===== config.mk =====
export PLATFORM = sky130hd
export DESIGN_NAME = packet_replay_fifo
export DESIGN_NICKNAME = d
export VERILOG_FILES = /design/src/rtl/packet_replay_fifo.sv
export SDC_FILE = /design/constraint.sdc
export NUM_CORES = 1
export LEC_CHECK = 0
export CAP_MARGIN = 20
export CORE_UTILIZATION = 30
export DETAILED_ROUTE_END_ITERATION = 12
export GPL_TIMING_DRIVEN = 0
export SLEW_MARGIN = 40
export SYNTH_ARGS = -nofsm -noshare
export SYNTH_HDL_FRONTEND = slang
export SYNTH_SLANG_ARGS = --single-unit

===== constraint.sdc =====
create_clock -name clock -period 6.2 [get_ports clock]
set_input_delay 1.24 -clock clock [delete_from_list [all_inputs] [get_ports clock]]
set_output_delay 1.24 -clock clock [all_outputs]
set_load 0.01 [all_outputs]

===== src/rtl/packet_replay_fifo.sv =====
// packet_replay_fifo: stop-and-wait replay buffer for an egress framed stream.
// Each packet is sent once, then held until ack_i releases it or redo_i
// rewinds the read pointer to its first word for a resend.
//
// Handshake rules: a word moves across an interface on a rising edge where
// both valid and ready are high. valid_o/last_o/data_o hold steady while
// valid_o && !ready_i, unless redo_i rewinds the read pointer. ready_o and
// valid_o depend on registers only, never on same-cycle inputs.
module packet_replay_fifo #(
    parameter int WIDTH = 8,
    parameter int ABITS = 4
) (
    input  logic             clock,
    input  logic             reset,
    output logic [ABITS:0]   level_o,
    input  logic             valid_i,
    output logic             ready_o,
    input  logic             last_i,
    input  logic [WIDTH-1:0] data_i,
    output logic             valid_o,
    input  logic             ready_i,
    output logic             last_o,
    output logic [WIDTH-1:0] data_o,
    input  logic             ack_i,
    input  logic             redo_i,
    output logic             wait_o,
    output logic [3:0]       tries_o
);

    localparam int DEPTH = 2 ** ABITS;
    localparam logic [ABITS:0] FULL_LEVEL = {1'b1, {ABITS{1'b0}}};

    typedef enum logic {
        ST_SEND = 1'b0,
        ST_WAIT = 1'b1
    } state_e;

    // {last, data} per word
    logic [WIDTH:0] mem_q [DEPTH];

    state_e         state_q;
    logic [ABITS:0] waddr_q;
    logic [ABITS:0] raddr_q;
    logic [ABITS:0] caddr_q;
    logic [3:0]     tries_q;

    logic           wr_en;
    logic           rd_en;
    logic [ABITS:0] waddr_d;
    logic [3:0]     tries_d;

    // Output decode and next-value helpers; all outputs come from registers.
    always_comb begin
        level_o  = waddr_q - caddr_q;
        ready_o  = (level_o != FULL_LEVEL);
        valid_o  = (state_q == ST_SEND) && (raddr_q != waddr_q);
        wait_o   = (state_q == ST_WAIT);
        tries_o  = tries_q;
        {last_o, data_o} = mem_q[raddr_q[ABITS-1:0]];
        wr_en    = valid_i && ready_o;
        rd_en    = valid_o && ready_i;
        waddr_d  = wr_en ? waddr_q + 1'b1 : waddr_q;
        tries_d  = (tries_q == 4'hF) ? tries_q : tries_q + 4'd1;
    end

    // Storage write; contents need no reset because pointers gate every read.
    always_ff @(posedge clock) begin
        if (wr_en) begin
            mem_q[waddr_q[ABITS-1:0]] <= {last_i, data_i};
        end
    end

    // Write pointer runs independently of the send/wait state.
    always_ff @(posedge clock or negedge reset) begin
        if (!reset) begin
            waddr_q <= '0;
        end else begin
            waddr_q <= waddr_d;
        end
    end

    // Send/wait FSM owning the read pointer, commit pointer and retry count.
    always_ff @(posedge clock or negedge reset) begin
        if (!reset) begin
            state_q <= ST_SEND;
            raddr_q <= '0;
            caddr_q <= '0;
            tries_q <= '0;
        end else begin
            case (state_q)
                ST_SEND: begin
                    // A rewind beats any transfer in the same cycle.
                    if (redo_i) begin
                        raddr_q <= caddr_q;
                        tries_q <= tries_d;
                    end else if (rd_en) begin
                        raddr_q <= raddr_q + 1'b1;
                        if (last_o) begin
                            state_q <= ST_WAIT;
                        end
                    end
                end
                ST_WAIT: begin
                    // ack wins over a simultaneous redo.
                    if (ack_i) begin
                        caddr_q <= raddr_q;
                        tries_q <= '0;
                        state_q <= ST_SEND;
                    end else if (redo_i) begin
                        raddr_q <= caddr_q;
                        tries_q <= tries_d;
                        state_q <= ST_SEND;
                    end
                end
                default: state_q <= ST_SEND;
            endcase
        end
    end

endmodule

==> flow_summary.yaml <==
synth:
  avgSynthCellArea_sq_um: 17.7
  ys_types: 43
  synth_top_area_cell: "edfxtp_1"
  ys_seq_elements: 164
  synth_nets: 415
  synth_top_area_share: 0.630
  synthArstFlopShare: 0.122
  syn_area_sq_um: 6870
  syn_inst: 389
  synth_flop_cell: "edfxtp_1"
  synth_area_leaders: "edfxtp_1, mux4_2, dfrtp_1"
  ys_seq_area_frac: 0.702
  yosysWarnings: 0
  synth_edf_count: 144
die:
  die_x_um: 153
  start_util: 0.310
  io_pins: 36
  dieArea_sq_um: 23500
  num_rows: 54
  die-height_um: 153
  core_sq_um: 22200
critical_path:
  rrSetupSlack_ns: 2.95
  path_cells: "buf_2, clkbuf_1, buf_1, a211oi_1, a21oi_1, clkdlybuf4s50_1"
  path_buf_inv: 4
  worst_ep_arrival_time_ns: 3.20
  r2r_start: "waddr_q[0]"
  worstSetupPathType: "reg2out"
  cp_slowest_stage_delay_ns: 0.59
  setup.worst_path.start_class: "flop"
  worstSetupEndpointType: "output pin"
  r2r_cells: 10
  critPathMaxFanout: 10
  cp_slowest_cell: "clkdlybuf4s50_1"
  path_delay_family: "buffers and inverters"
  r2r_end: "mem_q[13][1]"
  critPathRequiredTime_ns: 4.96
worst_hold_path:
  hold_class: "reg2reg"
  hold-path-cell-count: 2
  whs_endpoint: "caddr_q[4]"
  hp-start: "caddr_q[4]"
clocking:
  numCtsBuffers: 17
  cts-hold-fix-buffers: 0
  clkLatencyLatePin_ns: 0.42
  root_buffer: "clkbuf_16"
  clock_path_buffers: 2
  postCtsSetupRepairBufs: 0
  clkSlewWorstSetupHoldPaths_ns: 0.07
  h-tree-depth: 4
  cts_tree: "done"
  clock_sinks: 164
  cts_resized: 0
finish:
  drive_gt1_frac: 0.202
  nNetsFinal: 469
  final_cells: 736
  syn2layout_area_growth_pct: 18.4
  layout_common_cells: "edfxtp_1, mux4_2, clkdlybuf4s50_1"
  layout_commonest_cell: "edfxtp_1"
  n_antenna_cell: 0
  fin_area_sq_um: 8140
  post-route-util: 0.367
drt:
  wl_um: 14300
  ant_nets: 0
  first_pass_iters: 4
  wire_per_inst_um: 19.4
  num_vias: 3551
  drc_errors: 0
  drt-vias-per-instance: 4.82
  first_iter_violations: 226
place:
  dp_cells: 704
  port-buffer-count: 35
  place_area_sq_um: 7570
  dpl_worst_slack_ns: 2.11
  gp_congestion: 0.789
  place_hpwl_um: 9640
timing:
  tightest_slew_ns: 0.799
  setup_ws_ns: 1.76
  rsz0062_at_grt: "false"
  min_period_over_period: 0.716
  clock_skew_ns: 0.0111
  period_needed_ns: 4.44
  relSlewSlack: 0.468
  setup-tns-final_ns: 0
  finalSetupViolCount: 0
  max_freq_mhz: 225
  hold_viol_final: 0
  slew_viol_final: 0
power:
  seqPwrFrac: 0.361
  clockPowerShare: 0.246
  internal_power_mw: 2.67
  p_comb_frac: 0.393
  p_sw_mw: 1.39
  ir_worst_vdd_v: 0.000278
  swShare: 0.343
  power_density_nw_per_um2: 499
  p_leak_nw: 2.77
global_routing:
  grt_pass1_vias: 3759
  antenna_found_initial: 0
  grt_pass1_wl_um: 22400
  grt_usage: 0.130
  grt_max_degree: 21
  gr-total-overflow: 0
flow_run:
  cap_violations: 0
run_status:
  status: "complete, no violations"
[worst min-delay path: stages (launching register included)]
cell	delay [ns]
dfrtp_1	0.39
nand2_1	0.06
nand2_1	0.05
[state kept, by name, summed over array words and instances (netlist names)]
register / flops
wait_o: 1
mem_q: 144
tries_o: 4
raddr_q: 5
waddr_q: 5
caddr_q: 5
[layout make-up]
| type | instances | area, sq um |
|---|---|---|
| Multi-Input combinational cell | 194 | 1900 |
| Buffer | 21 | 113 |
| Timing Repair Buffer | 35 | 345 |
| Clock buffer | 17 | 425 |
| Tap cell | 280 | 350 |
| Sequential cell | 164 | 4820 |
| Fill cell | 2063 | 14000 |
| Clock inverter | 15 | 141 |
| Inverter | 10 | 37.5 |
[synthesized netlist by cell type (5+ instances only)]
cell type / n
a211oi_1: 9
dfrtp_1: 20
nand3_1: 6
nand2_1: 21
nor2b_1: 10
nor2_1: 9
xor2_1: 5
mux2i_1: 10
edfxtp_1: 144
o21ai_0: 6
ha_1: 10
and3_2: 6
mux4_2: 36
xnor2_1: 9
buf_2: 6
inv_1: 10
a21oi_1: 22
and3_1: 9
clkbuf_1: 9
[power groups by stage]
stage	clock network, mW	logic [mW]	registers [mW]
2_1_floorplan	0	1.02	1.46
3_3_place_gp	0	1.60	1.48
3_5_place_dp	0	1.63	1.49
4_1_cts	1.02	1.63	1.47
5_1_grt	1.06	1.74	1.48
6_report	0.997	1.60	1.46
[routing by layer]
metal / wire length (um) / track usage / up-vias
li1: - / - / 1643
met1: 5970 / 0.165 / 1819
met2: 7310 / 0.220 / 79
met3: 789 / 0.0198 / 10
met4: 198 / 0.0587 / 0
met5: 0 / 0 / -
[through the flow]
stage	hold slack, ns	power [mW]
detailed placement	0.522	3.12
global placement	0.523	3.07
global route	0.564	4.28
finish	0.538	4.06
CTS	0.541	4.12
floorplan	0.477	2.48
[cells by family after synthesis]
logic type                 synth area share
DFF                                   0.702
and+or+nand+nor                      0.0587
muxes                                 0.138
AOI/OAI and AO/OA                    0.0401
buffers and inverters                0.0219
xor gates and xnor gates             0.0179
adders and majority gates            0.0211
[worst max path at each step]
stage	start	endpoint	slack [ns]	cells after the start
floorplan	waddr_q[0]	ready_o	2.94	8
global route	raddr_q[1]	data_o[5]	1.59	6
detailed placement	raddr_q[1]	data_o[1]	2.11	6
CTS	raddr_q[1]	data_o[1]	1.64	6
finish	raddr_q[1]	data_o[0]	1.76	6
global placement	raddr_q[1]	data_o[5]	2.11	6
Power figures use the tool's default switching activity.
==> variant: new RTL, same flow settings <==
Set the parameter `WIDTH` to 6 (it was 8).
--- a/src/rtl/packet_replay_fifo.sv
+++ b/src/rtl/packet_replay_fifo.sv
@@ -9,3 +9,3 @@
 module packet_replay_fifo #(
-    parameter int WIDTH = 8,
+    parameter int WIDTH = 6,
     parameter int ABITS = 4
Interface: changed (resized data_i and data_o); port bits go from 36 to 32. No check against the original RTL was run, so the function may have changed too.
==> variant against the unedited design <==
Worst setup slack improved by 110 ps; total power fell by 15%; critical path type unchanged; synthesized area fell by 18%; die area fell by 17%; wire length fell by 17%; worst hold slack got worse by 32 ps; cell count fell by 15%; combinational power fell by 16%; largest power group unchanged; sequential cell count fell by 32; final area fell by 16%.
==> variant: results (changes against the unedited design) <==
max reg flops: 112 (was 144)
global-route track usage on met1: 15.7% (was 16.5%)
iteration count of the initial detailed-routing pass: 7 (was 4)
setup slack, reg-to-reg: 3010 ps (was 2950 ps)
top post-synthesis cells by area: sky130_fd_sc_hd__edfxtp_1 59%, sky130_fd_sc_hd__mux4_2 11%, sky130_fd_sc_hd__dfrtp_1 8.8%, sky130_fd_sc_hd__ha_1 2.2%, sky130_fd_sc_hd__nand2_1 1.5% (was sky130_fd_sc_hd__edfxtp_1 63%, sky130_fd_sc_hd__mux4_2 12%, sky130_fd_sc_hd__dfrtp_1 7.3%, sky130_fd_sc_hd__ha_1 1.8%, sky130_fd_sc_hd__a21oi_1 1.6%)
number of DRC violations after detailed-routing iteration 0: 149 (was 226)
final weighted congestion in routability-driven placement: 0.811 (was 0.789)
worst setup path endpoint: level_o[4] (was data_o[0])
Post-synth ARST share: 15.2% (was 12.2%)
total via count after detailed routing: 3096 (was 3551)
FF-to-FF End: mem_q[5][6] (was mem_q[13][1])
wire length of the first global-routing pass: 18700 um (was 22400 um)
met3 routing resource usage after global routing: 2.48% (was 1.98%)
H-tree level count: 4 (unchanged)
first element of the critical path: waddr_q[0] (was raddr_q[1])
Worst Max-Slew Pin Slew: 702 ps (was 799 ps)
arrival time of data at the critical path endpoint: 3100 ps (was 3200 ps)
Crit Path Max Fanout: 6 (was 10)
Filler cells: 1633 (was 2063)
number of flops mapped to enable cells by yosys: 112 (was 144)
met2 Track Usage GR: 22.9% (was 22.0%)
total wire length after detailed routing: 11900 um (was 14300 um)
largest vdd supply drop: 0.209 mV (was 0.278 mV)
sequential-to-total area share from yosys stat: 68.2% (was 70.2%)
setup clock skew after layout: 8.74 ps (was 11.1 ps)
reg2reg path depth: 10 (unchanged)
switching share of total power: 33.4% (was 34.3%)
Tot GR Track Use: 13.1% (was 13.0%)
top cells by count, synth: 112 x sky130_fd_sc_hd__edfxtp_1, 28 x sky130_fd_sc_hd__mux4_2, 22 x sky130_fd_sc_hd__nand2_1 (was 144 x sky130_fd_sc_hd__edfxtp_1, 36 x sky130_fd_sc_hd__mux4_2, 22 x sky130_fd_sc_hd__a21oi_1)
vias in the first global route: 3337 (was 3759)
Hold Path Class: reg -> reg (unchanged)
Routed met1 length: 5040 um (was 5970 um)
outcome: finished, final reports clean (unchanged)
post-synthesis cell type count: 47 (was 43)
met2 wire length: 6350 um (was 7310 um)
post-synthesis net count: 355 (was 415)
HPWL Detailed: 7890 um (was 9640 um)
met3 WL post-DR: 369 um (was 789 um)
leak pwr: 0.00235 uW (was 0.00277 uW)
proportion of layout cells with a drive suffix above 1: 21.1% (was 20.2%)
register clock-pin slew on the reported worst setup and hold paths: 50 ps (was 70 ps)
Post-layout nets: 405 (was 469)
==> variant: cell count changes after synthesis, moves of 4 or more <==
cell | unedited run | this run
sky130_fd_sc_hd__mux4_2 | 36 | 28
sky130_fd_sc_hd__nor2_1 | 9 | 5
sky130_fd_sc_hd__a21oi_1 | 22 | 9
sky130_fd_sc_hd__edfxtp_1 | 144 | 112
sky130_fd_sc_hd__mux2i_1 | 10 | 4
sky130_fd_sc_hd__mux2_2 | 2 | 6
sky130_fd_sc_hd__a31oi_1 | 1 | 7
==> variant: critical path, cell delays in order, from the launching register on <==
cell                              delay, ps
sky130_fd_sc_hd__dfrtp_1                440
sky130_fd_sc_hd__inv_1                  190
sky130_fd_sc_hd__ha_1                   200
sky130_fd_sc_hd__inv_1                   60
sky130_fd_sc_hd__fa_1                   400
sky130_fd_sc_hd__a21o_2                 220
sky130_fd_sc_hd__a21oi_1                170
sky130_fd_sc_hd__xnor2_1                330
sky130_fd_sc_hd__clkdlybuf4s50_1        670
==> variant: power by group through the flow <==
stage,sequential (uW),clock (uW),combinational [uW]
6_report,1190,912,1350
5_1_grt,1200,956,1460
4_1_cts,1190,923,1370
3_3_place_gp,1200,0,1330
3_5_place_dp,1210,0,1360
2_1_floorplan,1190,0,855
==> variant: cell type report <==
type	instances	area, um^2	share of cell area [%]
Buffer	16	91.3	1.34
Clock buffer	18	429	6.31
Clock inverter	13	111	1.64
Inverter	12	45.0	0.662
Multi-Input combinational cell	171	1670	24.5
Sequential cell	132	3860	56.8
Tap cell	229	287	4.21
Timing Repair Buffer	31	305	4.49
==> variant: cell families (layout without fill, tap and decap cells) <==
| family | count (synthesis) | count (layout) | synth area share (%) |
|---|---|---|---|
| simple gates | 68 | 68 | 6.45 |
| xor+xnor | 14 | 14 | 2.16 |
| fa+ha+maj | 11 | 11 | 2.56 |
| flops | 132 | 132 | 68.2 |
| buf+inv | 28 | 90 | 2.41 |
| compound gates | 39 | 39 | 4.90 |
| mux | 39 | 39 | 13.3 |
==> variant: through the flow <==
stage                     hold WS (ps)  total power (uW)  cells  worst slack (ps)  utilization [%]
after global placement             490              2530    591              2310             34.4
after detailed placement           500              2560    591              2270             34.4
after floorplan                    472              2040    331              2940                -
after global routing               538              3620    622              1690             37.3
after CTS                          512              3480    622              1790             37.3
final                              506              3450    622              1860             37.3
==> variant: worst min-delay path by stage <==
stage,cells after the start,from,end
floorplan,2,caddr_q[2],caddr_q[2]
global placement,1,caddr_q[1],caddr_q[1]
detailed placement,1,caddr_q[1],caddr_q[1]
CTS,1,caddr_q[1],caddr_q[1]
global route,1,caddr_q[1],caddr_q[1]
finish,1,caddr_q[1],caddr_q[1]
